===== src/rtl/multi_freq_selector.sv =====
// Selects N_CH programmable FFT bins per frame from a LANES-wide bin stream and
// drains them serially, in channel order, on a backpressured output stream.
module multi_freq_selector #(
    parameter int unsigned SAMPLE_WIDTH = 64,
    parameter int unsigned LANES        = 4,
    parameter int unsigned K_WIDTH      = 14,
    parameter int unsigned N_CH         = 8,
    parameter int unsigned CH_WIDTH     = 3
) (
    input  logic                            clk,
    input  logic                            reset,
    input  logic [LANES*SAMPLE_WIDTH-1:0]   s_data,
    input  logic                            s_valid,
    input  logic                            s_first,
    input  logic                            cfg_we,
    input  logic [CH_WIDTH-1:0]             cfg_addr,
    input  logic [K_WIDTH-1:0]              cfg_k,
    input  logic                            cfg_commit,
    input  logic                            clr_flags,
    output logic [SAMPLE_WIDTH-1:0]         m_data,
    output logic [CH_WIDTH-1:0]             m_ch,
    output logic                            m_last,
    output logic                            m_valid,
    input  logic                            m_ready,
    output logic                            commit_pending,
    output logic                            overflow,
    output logic                            resync_err,
    output logic [31:0]                     frame_cnt
);
    localparam int unsigned LANE_W = $clog2(LANES);
    localparam int unsigned LSEL_W = (LANE_W > 0) ? LANE_W : 1;
    localparam int unsigned BEAT_W = K_WIDTH - LANE_W;
    localparam logic [BEAT_W-1:0]   LAST_BEAT = '1;
    localparam logic [CH_WIDTH-1:0] LAST_CH   = CH_WIDTH'(N_CH - 1);

    typedef enum logic {IDLE, DRAIN} state_t;

    state_t                  state;
    logic [K_WIDTH-1:0]      shadow [N_CH];
    logic [K_WIDTH-1:0]      active [N_CH];
    logic [SAMPLE_WIDTH-1:0] cap    [N_CH];
    logic [SAMPLE_WIDTH-1:0] outb   [N_CH];
    logic [BEAT_W-1:0]       cnt;
    logic                    frame_done;

    logic [BEAT_W-1:0]       beat;
    logic                    resync;
    logic                    last_beat;
    logic                    commit_now;
    logic [CH_WIDTH-1:0]     next_ch;
    logic [SAMPLE_WIDTH-1:0] lanes    [LANES];
    logic [LSEL_W-1:0]       lane_sel [N_CH];
    logic [N_CH-1:0]         hit;

    always_comb begin
        beat       = s_first ? '0 : cnt;
        resync     = s_valid && s_first && (cnt != '0);
        last_beat  = s_valid && (beat == LAST_BEAT);
        // Table swap only between frames, so a frame never mixes tables.
        commit_now = commit_pending && (cnt == '0) && !s_valid;
        next_ch    = m_ch + 1'b1;
        for (int unsigned l = 0; l < LANES; l++) begin
            lanes[l] = s_data[l*SAMPLE_WIDTH +: SAMPLE_WIDTH];
        end
        for (int unsigned ch = 0; ch < N_CH; ch++) begin
            hit[ch]      = s_valid && (active[ch][K_WIDTH-1 -: BEAT_W] == beat);
            lane_sel[ch] = LSEL_W'(active[ch] % K_WIDTH'(LANES));
        end
    end

    always_ff @(posedge clk) begin
        if (reset) begin
            for (int unsigned ch = 0; ch < N_CH; ch++) begin
                shadow[ch] <= K_WIDTH'(ch);
                active[ch] <= K_WIDTH'(ch);
                cap[ch]    <= '0;
                outb[ch]   <= '0;
            end
            cnt            <= '0;
            frame_done     <= 1'b0;
            state          <= IDLE;
            m_valid        <= 1'b0;
            m_ch           <= '0;
            m_last         <= 1'b0;
            m_data         <= '0;
            commit_pending <= 1'b0;
            overflow       <= 1'b0;
            resync_err     <= 1'b0;
            frame_cnt      <= '0;
        end else begin
            if (s_valid) begin
                cnt <= beat + 1'b1;
            end
            frame_done <= last_beat;

            // A resync discards the partial frame; hits on the new beat 0 still land.
            for (int unsigned ch = 0; ch < N_CH; ch++) begin
                if (hit[ch]) begin
                    cap[ch] <= lanes[lane_sel[ch]];
                end else if (resync) begin
                    cap[ch] <= '0;
                end
            end

            if (cfg_we && (32'(cfg_addr) < N_CH)) begin
                shadow[cfg_addr] <= cfg_k;
            end
            if (commit_now) begin
                for (int unsigned ch = 0; ch < N_CH; ch++) begin
                    active[ch] <= shadow[ch];
                end
                commit_pending <= 1'b0;
            end
            if (cfg_commit) begin
                commit_pending <= 1'b1;
            end

            if (clr_flags) begin
                overflow   <= 1'b0;
                resync_err <= 1'b0;
            end
            if (resync) begin
                resync_err <= 1'b1;
            end

            case (state)
                IDLE: begin
                    if (frame_done) begin
                        for (int unsigned ch = 0; ch < N_CH; ch++) begin
                            outb[ch] <= cap[ch];
                        end
                        state     <= DRAIN;
                        m_valid   <= 1'b1;
                        m_ch      <= '0;
                        m_last    <= (N_CH == 1);
                        m_data    <= cap[0];
                        frame_cnt <= frame_cnt + 32'd1;
                    end
                end
                DRAIN: begin
                    if (frame_done) begin
                        overflow <= 1'b1;
                    end
                    if (m_ready) begin
                        if (m_last) begin
                            state   <= IDLE;
                            m_valid <= 1'b0;
                        end else begin
                            m_ch   <= next_ch;
                            m_last <= (next_ch == LAST_CH);
                            m_data <= outb[next_ch];
                        end
                    end
                end
                default: state <= IDLE;
            endcase
        end
    end
endmodule


===== config.mk =====
export PLATFORM = sky130hd
export DESIGN_NAME = multi_freq_selector
export DESIGN_NICKNAME = d
export VERILOG_FILES = /design/src/rtl/multi_freq_selector.sv
export SDC_FILE = /design/constraint.sdc
export NUM_CORES = 2
export LEC_CHECK = 0
export ABC_AREA = 1
export BUFFER_PORTS_ARGS = -buffer_cell sky130_fd_sc_hd__buf_2
export CORE_MARGIN = 5
export CORE_UTILIZATION = 40
export DETAILED_ROUTE_END_ITERATION = 8
export REMOVE_ABC_BUFFERS = 1
export SYNTH_ARGS = -nofsm -noshare
export SYNTH_HDL_FRONTEND = slang
export SYNTH_SLANG_ARGS = --single-unit

===== constraint.sdc =====
create_clock -name clk -period 14.65 [get_ports clk]
set_input_delay 2.1975 -clock clk [delete_from_list [all_inputs] [get_ports clk]]
set_output_delay 2.1975 -clock clk [all_outputs]
set_load 0.01 [all_outputs]

==> impl_metrics.json <==
{
  "ys_warn_count": 0,
  "cts_resized": 0,
  "r2r_start": "state$_SDFF_PP0_",
  "hold_ws_ns": 0.474,
  "worst-path-buf-inv": 5,
  "clk_latency_ns": 0.81,
  "min-delay-path-class": "reg2reg",
  "tightest_slew_ns": 1.50,
  "gp_congestion": 0.865,
  "crit_chain": "buf_6 > inv_6 > nand2_4 > buf_12 > buf_4 > buf_4",
  "grtUsageTotal_pct": 27.1,
  "vias": 64000,
  "area_growth_pct": 11.2,
  "clock.fmax_mhz": 161,
  "cts_buffers": 155,
  "max_stage_delay_ns": 0.87,
  "setup_viol": 0,
  "min_period_over_period_pct": 42.5,
  "grt_overflow": 0,
  "final_common_cell": "nor2_1",
  "syn_area_um2": 73300,
  "synth-main-ff-cell": "edfxtp_1",
  "switching_share_pct": 25.5,
  "die-width_um": 438,
  "core_um2": 183000,
  "first_iter_violations": 8163,
  "portBuffers": 384,
  "slew_headroom_pct": 0.213,
  "rsz0062_at_grt": "no",
  "htreeDepth": 4,
  "drv_slew": 0,
  "start_util_pct": 40.1,
  "drc": 0,
  "worstSetupStartpointType": "primary input",
  "clockBufferDepth": 3,
  "drv_cap": 0,
  "rr_worst_depth": 9,
  "status": "completed",
  "dp_hpwl_um": 156000,
  "antenna_found_initial": 63,
  "power_density_nw_per_um2": 114,
  "seq_area_frac_synth_pct": 54.3,
  "leakage_uw": 0.0347,
  "power_frac_comb_pct": 10.0,
  "internal_power_uw": 6950,
  "place_area_um2": 76500,
  "highest_layer": "met5",
  "p_total_uw": 9330,
  "firstDrtPassIters": 7,
  "grt_pass1_vias": 59800,
  "worstPathArrival_ns": 6.64,
  "cts-hold-fix-buffers": 0,
  "worstHoldPathCells": 2,
  "period_minus_slack_ns": 6.22,
  "hold_end": "frame_cnt[6]$_SDFFE_PP0P_",
  "nFillCells": 17900,
  "wl_met1_um": 103000,
  "peakVddDrop_mv": 0.114,
  "num_io_pins": 385,
  "grt_max_degree": 188,
  "die_height_um": 438,
  "critPathMaxFanout": 154,
  "required_ns": 15.07,
  "fp.dieArea_um2": 192000,
  "syn_area_per_cell_um2": 8.13,
  "post_cts_buffers": 0,
  "r2r_setup_slack_ns": 9.23,
  "skew_ns": 0.0393,
  "clock_sinks": 1366,
  "met3_length_um": 26600,
  "pwr-share-seq_pct": 48.8,
  "ant_nets": 0,
  "cp_top_family": "buffers and inverters",
  "drt_wl_total_um": 270000,
  "slowest_stage": "buf_4",
  "routedWlPerCell_um": 23.3,
  "via_per_inst": 5.53,
  "fin_area_um2": 81500,
  "grt_pass1_wl_um": 390000,
  "layout-drive-gt1-share_pct": 8.77,
  "rows": 157,
  "yosysUniqueCellTypes": 40,
  "min_from": "frame_cnt[6]$_SDFFE_PP0P_",
  "synth_seq_cells": 1366,
  "met2WireLength_um": 125000,
  "final_cell_mix": "nor2_1 (1624), inv_1 (1509), o21ai_0 (1481)",
  "fin_nets": 9318,
  "synthArstFlopShare_pct": 0,
  "synth_cells": 9015,
  "crit_type": "in2reg",
  "end_kind": "flop",
  "root_buffer": "clkbuf_16",
  "hold_violations": 0,
  "clkPwrFrac_pct": 41.2,
  "post-route-util_pct": 44.6,
  "crit_top_cell": "buf_4",
  "switchingPower_uw": 2380,
  "cts_tree": "built",
  "synth_edf_count": 1248,
  "r2r-end": "outb[4][30]$_SDFFCE_PN0P_",
  "cts.clk_slew.worst_paths_ns": 0.05
}
cells in the mapped netlist, types with 3 or more instances:
library cell     n  area [um^2]
a21oi_1       1149         5750
buf_1           48          180
buf_2           92          460
buf_4            3         22.5
buf_6           33          372
clkbuf_1       437         1640
clkinv_1        13         48.8
dfxtp_1        118         2360
edfxtp_1      1248        37500
ha_1             4         50.1
inv_1         1512         5680
inv_2            6         22.5
nand2_1        857         3220
nand2_2          3         18.8
nand2_4          4         45.0
nand3_1        136          681
nand3_2          3         30.0
nand3_4          5         87.6
nand3b_1         5         37.5
nand4_1          6         37.5
nor2_1        1625         6100
nor2_2          26          163
nor3_1          17         85.1
nor3b_1          4         30.0
o211ai_1        86          646
o21ai_0       1481         7410
o22ai_1         17          106
or2_2           36          225
xnor2_1          8         70.1
xor2_1          21          184
worst max path at each step:
stage / start / end / slack, ns / depth (start not counted)
floorplan: reset / outb[0][0]$_SDFFCE_PN0P_ / -3.73 / 2
global placement: reset / outb[6][26]$_SDFFCE_PP0P_ / 7.89 / 6
detailed placement: reset / outb[7][26]$_SDFFCE_PP0P_ / 7.88 / 6
CTS: reset / outb[1][36]$_SDFFCE_PN0P_ / 8.72 / 6
global route: reset / outb[7][26]$_SDFFCE_PP0P_ / 8.37 / 6
finish: reset / outb[7][26]$_SDFFCE_PP0P_ / 8.43 / 6
layout make-up:
| class | instances | area [um^2] | area share [%] |
|---|---|---|---|
| multi-input cells | 5503 | 25200 | 30.9 |
| repair buffers | 475 | 2710 | 3.33 |
| well taps | 2385 | 2980 | 3.66 |
| flip-flops and latches | 1366 | 39800 | 48.9 |
| diodes | 37 | 92.6 | 0.114 |
| clock buffers | 215 | 4280 | 5.25 |
| inverters | 1532 | 5790 | 7.10 |
| clock inverters | 66 | 652 | 0.799 |
per-layer routing:
layer / GRT usage (%) / vias to the layer above
li1: - / 29500
met1: 34.2 / 30000
met2: 44.2 / 3548
met3: 5.38 / 864
met4: 13.8 / 24
met5: 0 / -
cell families (layout without fill, tap and decap cells):
| kind of cell | count (synthesis) | after routing | share of synthesized area (%) |
|---|---|---|---|
| simple gates | 2731 | 2731 | 14.7 |
| buf+inv | 2146 | 2288 | 11.5 |
| compound gates | 2739 | 2739 | 19.0 |
| other cells | 0 | 37 | 0 |
| xor+xnor | 29 | 29 | 0.346 |
| flops | 1366 | 1366 | 54.3 |
| fa+ha+maj | 4 | 4 | 0.0683 |
sequential cells by signal, indices dropped and copies added, names as in the netlist, 3 cells and up:
name / cells
shadow: 112
outb: 512
active: 112
frame_cnt: 32
cnt: 12
m_data: 64
cap: 512
m_ch: 3
metrics by stage:
step / std cells / setup TNS [ns] / worst slack (ns)
4_1_cts: 11500 / 0 / 8.72
3_3_place_gp: 11300 / 0 / 7.89
6_report: 11600 / 0 / 8.43
5_1_grt: 11600 / 0 / 8.37
2_1_floorplan: 8401 / -1909.08 / -3.73
3_5_place_dp: 11300 / 0 / 7.88
power by group through the flow:
| stage | Clock [uW] | Combinational (uW) | Sequential, uW |
|---|---|---|---|
| final | 3840 | 938 | 4550 |
| after global routing | 4050 | 1030 | 4570 |
| after CTS | 3880 | 920 | 4550 |
| after detailed placement | 0 | 916 | 4630 |
| after global placement | 0 | 895 | 4630 |
| after floorplan | 0 | 494 | 4690 |
worst reg2reg max path: stages, from the launching register on:
cell and delay (ns):
dfxtp_1 0.30, buf_4 0.37, clkinv_2 0.41, nand2_1 0.49, inv_1 0.27, nand2_4 0.63
buf_4 0.78, buf_4 0.89, buf_12 0.60, nor2_1 0.38
Power figures use the tool's default switching activity.
